File: config.mk
export PLATFORM = sky130hd
export DESIGN_NAME = mdu_seq
export DESIGN_NICKNAME = d
export VERILOG_FILES = /design/src/rtl/mdu_seq.sv
export SDC_FILE = /design/constraint.sdc
export NUM_CORES = 1
export LEC_CHECK = 0
export CAP_MARGIN = 0
export CELL_PAD_IN_SITES_DETAIL_PLACEMENT = 0
export CELL_PAD_IN_SITES_GLOBAL_PLACEMENT = 1
export CORE_UTILIZATION = 42
export CTS_BUF_LIST = sky130_fd_sc_hd__clkbuf_16
export CTS_CLUSTER_DIAMETER = 60
export DETAILED_ROUTE_END_ITERATION = 10
export DONT_BUFFER_PORTS = 1
export GPL_TIMING_DRIVEN = 1
export PLACE_DENSITY_LB_ADDON = 0.1
export SETUP_SLACK_MARGIN = 0.02
export SLEW_MARGIN = 5
export SYNTH_ARGS = -nofsm -noshare
export SYNTH_HDL_FRONTEND = slang
export SYNTH_SLANG_ARGS = --single-unit
File: constraint.sdc
create_clock -name clk -period 3.9 [get_ports clk]
set_input_delay 0.78 -clock clk [delete_from_list [all_inputs] [get_ports clk]]
set_output_delay 0.78 -clock clk [all_outputs]
set_load 0.05 [all_outputs]
File: src/rtl/mdu_seq.sv
// Iterative RV32M multiply/divide sequencer. One M-extension op per start
// pulse: radix-2 shift-add multiply or restoring divide over XLEN cycles,
// then a sign-fix cycle and a one-cycle done pulse with a registered result.
//
// state | meaning
// IDLE  | waiting for start; special-case divides finish directly to DONE
// CALC  | one multiply/divide iteration per cycle, counter XLEN-1 down to 0
// FIX   | sign correction and half selection, result written
// DONE  | done pulse; a new start is accepted here as in IDLE
module mdu_seq #(
   parameter int XLEN = 32
) (
   input  logic            clk,
   input  logic            rst_n,
   input  logic            start,
   input  logic [2:0]      funct3,
   input  logic [XLEN-1:0] op_a,
   input  logic [XLEN-1:0] op_b,
   input  logic            kill,
   output logic            busy,
   output logic            done,
   output logic [XLEN-1:0] result
);
   localparam int CW = (XLEN > 1) ? $clog2(XLEN) : 1;
   localparam logic [XLEN-1:0] MIN_NEG = {1'b1, {(XLEN-1){1'b0}}};

   typedef enum logic [1:0] {S_IDLE, S_CALC, S_FIX, S_DONE} state_t;
   state_t state, state_nxt;

   logic [CW-1:0]     cnt;
   logic [2:0]        op_q;
   logic              neg_prod;   // negate product or quotient
   logic              neg_rem;
   logic [XLEN-1:0]   mag;        // |op_a| multiplicand, or |op_b| divisor
   logic [2*XLEN-1:0] work;       // product register; low half is quotient for divides
   logic [XLEN:0]     rem;        // extra bit keeps the subtract borrow visible

   logic            accept, a_signed, b_signed, sign_a, sign_b, special;
   logic [XLEN-1:0] abs_a, abs_b, special_res;

   logic [XLEN:0]     add_sum, rem_shift, rem_diff;
   logic [2*XLEN-1:0] prod_fix;
   logic [XLEN-1:0]   quo_fix, rem_fix, fix_res;

   assign busy = (state == S_CALC) || (state == S_FIX);
   assign done = (state == S_DONE);

   // Accept decode: operand signedness, magnitudes and divide special cases.
   always_comb begin
      accept      = start & ~kill & ((state == S_IDLE) || (state == S_DONE));
      a_signed    = (funct3 == 3'b001) || (funct3 == 3'b010) ||
                    (funct3 == 3'b100) || (funct3 == 3'b110);
      b_signed    = (funct3 == 3'b001) || (funct3 == 3'b100) || (funct3 == 3'b110);
      sign_a      = a_signed & op_a[XLEN-1];
      sign_b      = b_signed & op_b[XLEN-1];
      abs_a       = sign_a ? -op_a : op_a;
      abs_b       = sign_b ? -op_b : op_b;
      special     = 1'b0;
      special_res = '0;
      if (funct3[2] && (op_b == '0)) begin
         special     = 1'b1;
         special_res = funct3[1] ? op_a : '1;
      end else if (funct3[2] && !funct3[0] && (op_a == MIN_NEG) && (op_b == '1)) begin
         special     = 1'b1;
         special_res = funct3[1] ? '0 : op_a;
      end
   end

   // One iteration step for both datapaths plus the FIX-cycle result select.
   always_comb begin
      add_sum   = {1'b0, work[2*XLEN-1:XLEN]} + {1'b0, (work[0] ? mag : {XLEN{1'b0}})};
      rem_shift = (rem << 1) | {{XLEN{1'b0}}, work[XLEN-1]};
      rem_diff  = rem_shift - {1'b0, mag};
      prod_fix  = neg_prod ? -work : work;
      quo_fix   = neg_prod ? -work[XLEN-1:0] : work[XLEN-1:0];
      rem_fix   = neg_rem ? -rem[XLEN-1:0] : rem[XLEN-1:0];
      if (!op_q[2])
         fix_res = (op_q[1:0] == 2'b00) ? prod_fix[XLEN-1:0] : prod_fix[2*XLEN-1:XLEN];
      else
         fix_res = op_q[1] ? rem_fix : quo_fix;
   end

   // State register.
   always_ff @(posedge clk or negedge rst_n) begin
      if (!rst_n) state <= S_IDLE;
      else        state <= state_nxt;
   end

   // Next-state logic; kill aborts CALC/FIX but never cuts a done pulse short.
   always_comb begin
      state_nxt = state;
      case (state)
         S_IDLE, S_DONE: begin
            if (accept) state_nxt = special ? S_DONE : S_CALC;
            else        state_nxt = S_IDLE;
         end
         S_CALC: begin
            if (kill)            state_nxt = S_IDLE;
            else if (cnt == '0)  state_nxt = S_FIX;
         end
         S_FIX:   state_nxt = kill ? S_IDLE : S_DONE;
         default: state_nxt = S_IDLE;
      endcase
   end

   // Operand capture, iteration registers and the result register.
   always_ff @(posedge clk or negedge rst_n) begin
      if (!rst_n) begin
         cnt      <= '0;
         op_q     <= '0;
         neg_prod <= 1'b0;
         neg_rem  <= 1'b0;
         mag      <= '0;
         work     <= '0;
         rem      <= '0;
         result   <= '0;
      end else begin
         case (state)
            S_IDLE, S_DONE: begin
               if (accept) begin
                  op_q     <= funct3;
                  cnt      <= CW'(XLEN-1);
                  neg_prod <= sign_a ^ sign_b;
                  neg_rem  <= sign_a;
                  rem      <= '0;
                  if (funct3[2]) begin
                     mag  <= abs_b;
                     work <= {{XLEN{1'b0}}, abs_a};
                  end else begin
                     mag  <= abs_a;
                     work <= {{XLEN{1'b0}}, abs_b};
                  end
                  if (special) result <= special_res;
               end
            end
            S_CALC: begin
               if (!kill) begin
                  cnt <= cnt - 1'b1;
                  if (!op_q[2]) begin
                     work <= {add_sum, work[XLEN-1:1]};
                  end else if (rem_diff[XLEN]) begin
                     rem             <= rem_shift;
                     work[XLEN-1:0]  <= {work[XLEN-2:0], 1'b0};
                  end else begin
                     rem             <= rem_diff;
                     work[XLEN-1:0]  <= {work[XLEN-2:0], 1'b1};
                  end
               end
            end
            S_FIX: begin
               if (!kill) result <= fix_res;
            end
            default: ;
         endcase
      end
   end
endmodule
==> flow_summary.toml <==
[setup_path]
end_kind = "flip-flop"
cp_max_fo = 8
cp_num_buf_inv = 1
crit_family = "simple AND/OR/NAND/NOR gates"
cpPeakStageDelay_ns = 0.75
crit_arrival_ns = 4.00
cp.required_ns = 4.23
slowest_stage = "or4_1"
critPathLaunchType = "flip-flop"
crit_type = "flip-flop to flip-flop"
crit_chain = "or4_1, nor4_2, nand4_4, or2_2, o31ai_1, xnor2_1, a221oi_1, buf_4, o221ai_1"

[placed_design]
place_hpwl_mm = 51.2
dpl-instance-area_mm2 = 0.0168
gp_congestion = 0.995
io_buffers = 0
dp.cells = 2540

[grt]
grt_overflow_total = 0
grt_pass1_wl_mm = 96.4
grt_pass1_vias = 14700
grt_max_degree = 106
antenna_found_initial = 4
grt_use_total = 0.336

[timing]
setup_violations = 0
relSlewSlack = 0.279
fmax_mhz = 273
hold_violations = 0
fin_crit_sh = 0.940
slew_viol_final = 0
worstMarginPinSlew_ns = 1.08
rsz0062_at_grt = "false"
min_period_ns = 3.66
finalSetupTns_ns = 0
clock_skew_ns = 0.0133

[logic_synthesis]
netlist_instances = 2087
ys.flop_type = "dfrtp_1"
ys_seq_area_frac = 0.267
yosys_warnings = 0
syn_nets = 2234
ys_ff_latch = 172
synth_area_leader_cell = "dfrtp_1"
synth.distinct_cells = 85
synthArstFlopShare = 1.00
yosys.area.top_type_share = 0.267
synthTopCellsByArea = "dfrtp_1 27%, o21ai_0 6.8%, ha_1 5.7%, xnor2_1 5.7%, nand2_1 5.6%"
syn_avg_cell_area_um2 = 7.73
syn_area_mm2 = 0.0161
synth_edf_count = 0

[drt]
firstDrtPassIters = 6
avgRoutedWirePerCell_um = 25.2
drt-initial-drc-count = 1667
drc = 0
num_vias = 15900
postRouteAntennaNets = 0
viasPerCell = 6.17
wl_mm = 65.0

[floorplan]
pin_count = 105
die-height_um = 198
dieArea_mm2 = 0.0392
rows = 71
core_mm2 = 0.0378
fp.dieW_um = 198
start_util = 0.427

[worst_hold_path]
hold_path_class = "primary input to asynchronous set/reset pin"

[cts]
clkSinkCount = 172
cts-root-buf = "clkbuf_16"
cts_buffers = 17
clkLatencyLatePin_ns = 0.47
clk_pin_slew_ns = 0.08
cts_tree = "built"
htree_levels = 4
cts_buffer_depth = 2
post_cts.repair.setup_buffers = 0

[layout]
fill_cells = 3839
finalNetCount = 2197
postLayoutCellArea_mm2 = 0.0175
area_growth_pct = 8.38
final_cells = 2576
mostFrequentLayoutCells = "242 x nand2_1, 220 x o21ai_0, 215 x nor2_1"
drive_gt1_frac = 0.0790
mostFrequentLayoutCell = "nand2_1"

[flow_run]
cap_violations = 0

[power_and_ir_drop]
powerDensity_mw_per_mm2 = 606
peakVddDrop_mv = 0.297
total_power_w = 0.0106
p_leak_nw = 7.23

[run_status]
outcome = "finished, final reports clean"
==> worst paths after layout <==
path / from / end / slack [ns] / cells past startpoint
setup / recovery: work[26] / result[19] / 0.24 / 9
hold / removal: rst_n / work[11] / 0.04 / 0
setup reg to reg: work[26] / result[19] / 0.24 / 9
hold reg to reg: mag[30] / mag[30] / 0.49 / 2
max in group asynchronous: rst_n / work[42] / 2.28 / 1
min in group clk: funct3[0] / op_q[0] / 0.46 / 1
==> Yosys cell counts (5+ instances only) <==
cell      number
xor2_1        94
a21oi_1      141
o21ai_1       24
inv_1         65
buf_2          8
o21a_1        15
dfrtp_1      172
o31a_1         5
nand2b_1      21
nand3b_1       5
nor4_1        15
a31oi_1       21
nand3_1       30
and2_1         7
a211oi_1      27
and3_1        10
xnor2_1      105
nor3_1        40
mux2_2        25
nor2b_1       14
nand4_1       26
a311oi_1       5
o21bai_1       9
a41oi_1        7
a22o_1         5
nand2_1      242
mux2i_1       54
or2_2          9
ha_1          74
o31ai_1       38
or3_1         22
nor2_1       215
o221ai_1      11
clkbuf_1     103
or4_1         20
a21o_1        29
o21ai_0      220
o41ai_1       22
o22ai_1       14
buf_1          5
a211o_1        9
a221oi_1       9
o211ai_1      20
==> cells by family (layout without fill, tap and decap cells) <==
| logic type | Yosys count | count (layout) | synth area share |
|---|---|---|---|
| XOR/XNOR | 200 | 200 | 0.109 |
| AO/OA/AOI/OAI | 672 | 672 | 0.264 |
| other | 0 | 2 | 0 |
| adder cells (fa/ha/maj) | 76 | 76 | 0.0599 |
| buffers and inverters | 186 | 162 | 0.0451 |
| flip-flops | 172 | 172 | 0.267 |
| multiplexers | 79 | 79 | 0.0509 |
| AND/OR/NAND/NOR | 702 | 702 | 0.205 |
==> power by group <==
group | total, W | switching (W) | leakage (nW) | internal [W]
registers | 0.00340 | 0.00114 | 2.23 | 0.00227
logic | 0.00539 | 0.00344 | 4.71 | 0.00195
clock network | 0.00181 | 0.000889 | 0.291 | 0.000916
==> what timing repair did <==
| item | 4_1_cts | 5_1_grt |
|---|---|---|
| endpoints found under the setup margin | 0 | 27 |
| hold buffers | 2 | 0 |
| endpoints found under the hold margin | 55 | 0 |
| resized for setup | 0 | 2 |
==> through the flow <==
step / hold WS [ns] / util / worst slack, ns
6_report: 0.0402 / 0.463 / 0.235
5_1_grt: 0.0199 / 0.463 / 0.0361
2_1_floorplan: 0.450 / - / 0.457
3_5_place_dp: 0.474 / 0.446 / 0.133
4_1_cts: 0.00578 / 0.463 / 0.180
3_3_place_gp: 0.470 / 0.446 / 0.192
==> layer usage <==
layer / vias up / part of all wire / global-route usage
met5: - / 0.00020 / 0
met4: 2 / 0.032 / 0.122
met3: 85 / 0.085 / 0.0688
met2: 643 / 0.42 / 0.493
met1: 7624 / 0.46 / 0.483
li1: 7532 / - / -
==> state kept, by name, summed over array words and instances, names as in the netlist <==
name      count
work         64
mag          32
rem          32
result       32
cnt           5
op_q          3
state         2
neg_prod      1
neg_rem       1
==> layout make-up <==
class / count / area (µm²) / share of cell area
Clock inverter: 15 / 170 / 0.00973
Timing Repair Buffer: 64 / 553 / 0.0316
Multi-Input combinational cell: 1729 / 11100 / 0.637
Antenna cell: 2 / 5.00 / 0.000286
Sequential cell: 172 / 4310 / 0.246
Clock buffer: 17 / 425 / 0.0243
Inverter: 66 / 248 / 0.0142
Tap cell: 511 / 639 / 0.0366
==> worst register-to-register path: stages (launching register included) <==
cell and delay, ns:
dfrtp_1 0.48, or4_1 0.75, nor4_2 0.38, nand4_4 0.23
or2_2 0.39, o31ai_1 0.28, xnor2_1 0.18, a221oi_1 0.53
buf_4 0.23, o221ai_1 0.10
Power figures use the tool's default switching activity.
